$ cat config.mk
export PLATFORM = sky130hd
export DESIGN_NAME = switch_debounce_5ch
export DESIGN_NICKNAME = d
export VERILOG_FILES = /design/src/rtl/switch_debounce_5ch.sv
export SDC_FILE = /design/constraint.sdc
export NUM_CORES = 1
export LEC_CHECK = 0
export BUFFER_PORTS_ARGS = -buffer_cell sky130_fd_sc_hd__buf_4
export CAP_MARGIN = 15
export CORE_MARGIN = 4
export CORE_UTILIZATION = 45
export CTS_CLUSTER_DIAMETER = 40
export CTS_CLUSTER_SIZE = 24
export DETAILED_ROUTE_END_ITERATION = 10
export GPL_TIMING_DRIVEN = 0
export HOLD_SLACK_MARGIN = 0.05
export PLACE_DENSITY = 0.71
export SYNTH_ARGS = -nofsm -noshare
export SYNTH_HDL_FRONTEND = slang
export SYNTH_SLANG_ARGS = --single-unit
export TNS_END_PERCENT = 20
$ cat constraint.sdc
create_clock -name clk -period 5.5 [get_ports clk]
set_clock_uncertainty 0.05 [all_clocks]
set_input_delay 1.1 -clock clk [delete_from_list [all_inputs] [get_ports clk]]
set_output_delay 1.1 -clock clk [all_outputs]
set_load 0.01 [all_outputs]
$ cat src/rtl/switch_debounce_5ch.sv
// Five-channel switch conditioner: 2-flop synchroniser, per-channel
// stability-counter debounce, edge strobes and a saturating bounce counter.
module switch_debounce_5ch #(
    parameter int WIDTH           = 5,
    parameter int DEBOUNCE_CYCLES = 50000,
    parameter int CNT_W           = 16
) (
    input  logic             clk,
    input  logic             rst,
    input  logic [WIDTH-1:0] sw_in,
    output logic [WIDTH-1:0] sw_db,
    output logic [WIDTH-1:0] sw_rise,
    output logic [WIDTH-1:0] sw_fall,
    output logic             settled,
    output logic [7:0]       glitch_cnt
);

    localparam logic [CNT_W-1:0] LAST = CNT_W'(DEBOUNCE_CYCLES - 1);

    logic [WIDTH-1:0] sync1_q;
    logic [WIDTH-1:0] sync2_q;
    logic [WIDTH-1:0] db_q;
    logic [WIDTH-1:0] db_d;
    logic [WIDTH-1:0] rise_q;
    logic [WIDTH-1:0] rise_d;
    logic [WIDTH-1:0] fall_q;
    logic [WIDTH-1:0] fall_d;
    logic [WIDTH-1:0] glitch;
    logic [WIDTH-1:0] busy;
    logic [CNT_W-1:0] cnt_q [WIDTH];
    logic [CNT_W-1:0] cnt_d [WIDTH];
    logic [7:0]       gcnt_q;
    logic [7:0]       gcnt_d;
    logic [8:0]       gsum;

    always_comb begin
        db_d   = db_q;
        rise_d = '0;
        fall_d = '0;
        glitch = '0;
        busy   = '0;
        for (int i = 0; i < WIDTH; i++) begin
            cnt_d[i] = cnt_q[i];
            busy[i]  = (cnt_q[i] != '0);
            if (sync2_q[i] == db_q[i]) begin
                // Level returned before the count completed: a bounce.
                if (busy[i]) begin
                    cnt_d[i]  = '0;
                    glitch[i] = 1'b1;
                end
            end else if (cnt_q[i] == LAST) begin
                db_d[i]   = sync2_q[i];
                cnt_d[i]  = '0;
                rise_d[i] = sync2_q[i];
                fall_d[i] = ~sync2_q[i];
            end else begin
                cnt_d[i] = cnt_q[i] + 1'b1;
            end
        end
    end

    always_comb begin
        gsum = {1'b0, gcnt_q};
        for (int i = 0; i < WIDTH; i++) begin
            gsum = gsum + 9'(glitch[i]);
        end
        gcnt_d = gsum[8] ? 8'hFF : gsum[7:0];
    end

    always_ff @(posedge clk) begin
        if (rst) begin
            sync1_q <= '0;
            sync2_q <= '0;
            db_q    <= '0;
            rise_q  <= '0;
            fall_q  <= '0;
            gcnt_q  <= '0;
            for (int i = 0; i < WIDTH; i++) begin
                cnt_q[i] <= '0;
            end
        end else begin
            sync1_q <= sw_in;
            sync2_q <= sync1_q;
            db_q    <= db_d;
            rise_q  <= rise_d;
            fall_q  <= fall_d;
            gcnt_q  <= gcnt_d;
            for (int i = 0; i < WIDTH; i++) begin
                cnt_q[i] <= cnt_d[i];
            end
        end
    end

    assign sw_db      = db_q;
    assign sw_rise    = rise_q;
    assign sw_fall    = fall_q;
    assign glitch_cnt = gcnt_q;
    assign settled    = ~|busy;

endmodule
; ---- Yosys cells after proc, flatten, opt, wreduce, memory -nomap -nowiden
; Memories as Yosys holds them, arrays and structs flattened.
; Index checks and enable logic that the tools add are counted.
[totals]
regBits = 33
mem_bits_rw = 80
mem_count = 1
inputBits = 7
[memory_table]
columns = name, words, width, read_ports, rd_clocked_by_memory_dff, wr, line
row1 = cnt_q, 5, 16, 5, 0, 5, 30  ; logic [CNT_W-1:0] cnt_q [WIDTH];
[op_classes]
n_addsub = 10
bitwise = 20
reduce_logical = 17
eq_ne = 10
n_mux = 34
[ops]
columns = cell, count
row1 = 2-to-1 mux 16 bit, 20
row2 = adder 16 x 1 -> 16 bit (second input constant), 5
row3 = == test 16 bit (second input constant), 5
row4 = nonzero test 16 bit, 5
row5 = adder 9 x 1 -> 9 bit, 4
row6 = NOT 1 bit, 15
row7 = OR reduction 3 bit, 5
row8 = 2-to-1 mux 1 bit, 13
row9 = AND reduction 2 bit, 5
row10 = adder 8 x 1 -> 9 bit, 1
row11 = 2-to-1 mux 8 bit, 1
row12 = == test 1 bit, 5
row13 = bitwise OR 1 bit, 5
row14 = OR reduction 5 bit, 1
row15 = zero test 1 bit, 1

; ---- Logic depth before layout (Yosys ltp)
[logic_depth]
word_depth = 9
mapped_depth = 14
depth_no_buf = 14

; ---- Least setup slack after synthesis
; OpenSTA, ideal clock, no wires.
[synth_path]
path_kind = flip-flop to flip-flop
from = mem cnt_q[3][0] (netlist: cnt_q[0][48])
to = reg gcnt_q[5] (netlist: glitch_cnt[5])
arrival_ns = 3.278
required_time_ns = 5.318
path_buffers = 0
path_slack_ns = 2.040
stages_incl_launch_ff = 13
cell_sequence = dfxtp_1 -> inv_1 -> ha_1 -> or4b_1 -> or4_4 -> and2_1 -> fa_1 -> ha_1 -> fa_1 -> a21o_1 -> nand3_1 -> and3_1 -> nor3_1
[synth_lines]
columns = item, line
row1 = start: declaration, 30
row2 = end signal: assignment, 87  ; gcnt_q <= gcnt_d;
row3 = end: declaration, 32  ; logic [7:0] gcnt_q;

==> flow_metrics.py <==
metrics = {
    "outcome": {
        "status": "complete, no violations",
    },
    "cts": {
        "hold_buffers": 0,
        "clk_pin_slew_ns": 0.05,
        "cts_setup_buffers": 0,
        "root_buffer": "clkbuf_16",
        "clock_sinks": 113,
        "clk_path_buf_depth": 2,
        "cts_made_buffers": 17,
        "clock_latency_ns": 0.41,
        "htreeDepth": 4,
        "cts_tree": "built",
        "cts-resized-gates": 0,
    },
    "global_route": {
        "grt_overflow_total": 0,
        "grtUsageTotal": 0.192,
        "antenna_found_initial": 0,
        "grt_pass1_vias": 4375,
        "grt_max_degree": 17,
        "grt_pass1_wl_mm": 20.5,
    },
    "sta": {
        "grt_setup_unrepaired": "false",
        "fin_crit_ns": 3.92,
        "hold_violations": 0,
        "maxSlewViolCount": 0,
        "final-setup-viol-count": 0,
        "tns_ns": 0,
        "relSlewSlack": 0.542,
        "min_period_over_period": 0.712,
        "tightest_slew_ns": 0.680,
        "fmax_mhz": 255,
        "fin_hold_ws_ns": 0.392,
        "fin_ws_ns": 1.58,
    },
    "min_path": {
        "hold_path_end": "sync2_q[4]$_SDFF_PP0_",
        "whs_path_depth": 1,
        "hold_path_class": "flop to flop",
        "worstHoldStart": "sync1_q[4]$_SDFF_PP0_",
    },
    "setup_path": {
        "crit_type": "flop to primary output",
        "cp-start-kind": "flop",
        "r2r-end": "glitch_cnt[5]$_SDFF_PP0_",
        "worst-path-max-fanout": 6,
        "r2r_setup_slack_ns": 1.59,
        "required_ns": 4.35,
        "worstReg2RegStart": "cnt_q[0][0]$_SDFFE_PP0P_",
        "critical_path_arrival_ns": 2.77,
        "worstRegToRegCells": 13,
        "end_kind": "primary output",
    },
    "floorplan": {
        "die_y_um": 116,
        "std_cell_rows": 39,
        "ioPinCount": 31,
        "dieArea_um2": 13500,
        "start_util": 0.460,
        "core_area_um2": 11400,
        "die_w_um": 116,
    },
    "power": {
        "p_total_mw": 1.98,
        "irDropWorstVdd_mv": 0.267,
        "power.density_nw_per_um2": 318,
        "leakagePower_nw": 2.22,
    },
    "place": {
        "dpl.hpwl_mm": 8.67,
        "preCtsSetupSlack_ns": 1.61,
        "portBuffers": 30,
        "dpl_cell_area_um2": 5660,
        "gp_congestion": 0.874,
    },
    "job": {
        "max_cap_viol_count": 0,
    },
    "cells_and_area": {
        "syn_to_final_growth_pct": 18.3,
        "design_area_um2": 6220,
        "fillers": 1055,
        "antenna_cells": 0,
        "final_layout_size_suffix_gt1_frac": 0.102,
        "nets": 681,
    },
    "yosys": {
        "synth_xor_area_frac": 0.0866,
        "synth-edff-count": 0,
        "synthArstFlopShare": 0,
        "synth.most_common_cell": "dfxtp_1",
        "synthTopCellsByCount": "dfxtp_1 (113), nor2_1 (76), nand3_1 (44)",
        "synth.yosys.warnings": 0,
        "ys.flop_type": "dfxtp_1",
        "synth-simple-area-share": 0.325,
        "synth_area_leader_cell": "dfxtp_1",
        "yosys-top-cells-area": "dfxtp_1 (43%), nor2_1 (5.4%), xor2_1 (5.3%)",
        "synth_fa_ha_area_frac": 0.0447,
        "syn_nets": 632,
        "synthMuxAreaShare": 0.0114,
        "yosysUniqueCellTypes": 46,
        "ys_seq_area_frac": 0.430,
        "synth_top_family_by_area": "simple AND/OR/NAND/NOR gates",
        "syn-instance-count": 608,
        "avgSynthCellArea_um2": 8.65,
        "yosys.area.top_type_share": 0.430,
        "netlist_area_um2": 5260,
        "synth-compound-area-share": 0.0766,
        "synth-seq-cells": 113,
    },
    "detailed_routing": {
        "antenna_left": 0,
        "drt-total-wl_mm": 12.3,
        "wl_per_cell_um": 15.1,
        "vias_per_cell": 5.69,
        "drc_errors": 0,
        "drt-initial-drc-count": 297,
        "vias": 4617,
        "drtPass1Iterations": 6,
    },
}
[metal layers]
metal	GRT usage	share of wire
met2	0.299	0.46
met4	0.0982	0.022
met5	0	0
met1	0.248	0.46
met3	0.0492	0.056
[final cells by class]
| cell class | instances | area [µm²] | area share |
|---|---|---|---|
| Timing Repair Buffer | 30 | 225 | 0.0362 |
| Sequential cell | 113 | 2260 | 0.364 |
| Clock inverter | 6 | 55.1 | 0.00885 |
| Clock buffer | 24 | 502 | 0.0807 |
| Inverter | 20 | 75.1 | 0.0121 |
| Multi-Input combinational cell | 459 | 2860 | 0.460 |
| Tap cell | 143 | 179 | 0.0288 |
| Buffer | 16 | 60.1 | 0.00966 |
[flip-flops by register name, indices dropped and copies added (netlist names)]
signal	count
sw_fall	5
sw_rise	5
sw_db	5
cnt_q	80
sync2_q	5
sync1_q	5
glitch_cnt	8
[power breakdown]
group | switching [mW] | total (mW) | internal [mW]
registers | 0.00960 | 0.841 | 0.831
logic | 0.0646 | 0.106 | 0.0412
clock network | 0.359 | 1.03 | 0.670
total | 0.433 | 1.98 | 1.54
[cell usage in the layout, fill, tap and decap left out, types with 18 or more instances in the layout]
cell	instances
dfxtp_1	113
nor2_1	76
nand3_1	44
nand2_1	43
xor2_1	32
buf_4	30
nand4_1	27
nor3_1	26
a21oi_1	26
xnor2_1	20
inv_1	19
or3_1	18
[logic make-up (layout without fill, tap and decap cells)]
group	count (synthesis)	after routing
and+or+nand+nor	319	319
DFF	113	113
AOI/OAI and AO/OA	65	65
xor gates and xnor gates	52	52
buffers and inverters	36	96
adders and majority gates	17	17
muxes	6	6
[metrics by stage]
| step | std cells | util |
|---|---|---|
| after CTS | 811 | 0.545 |
| final | 811 | 0.545 |
| after detailed placement | 781 | 0.496 |
| after global routing | 811 | 0.545 |
| after floorplan | 608 | - |
| after global placement | 781 | 0.496 |
[worst max-delay path: stages (launching register included)]
cell	delay [ns]
dfxtp_1	0.36
inv_1	0.11
ha_1	0.14
or4b_1	0.42
or4_4	0.52
or4_1	0.51
nor2_1	0.14
buf_4	0.15
[worst max-delay path by stage]
| stage | endpoint | cells after the start | startpoint |
|---|---|---|---|
| 2_1_floorplan | glitch_cnt[5]$_SDFF_PP0_ | 12 | cnt_q[0][48]$_SDFFE_PP0P_ |
| 3_3_place_gp | glitch_cnt[5]$_SDFF_PP0_ | 13 | cnt_q[0][0]$_SDFFE_PP0P_ |
| 3_5_place_dp | glitch_cnt[5]$_SDFF_PP0_ | 13 | cnt_q[0][0]$_SDFFE_PP0P_ |
| 4_1_cts | settled | 6 | cnt_q[0][50]$_SDFFE_PP0P_ |
| 5_1_grt | glitch_cnt[5]$_SDFF_PP0_ | 13 | cnt_q[0][0]$_SDFFE_PP0P_ |
| 6_report | settled | 7 | cnt_q[0][48]$_SDFFE_PP0P_ |
(Power assumes the default switching activity.)
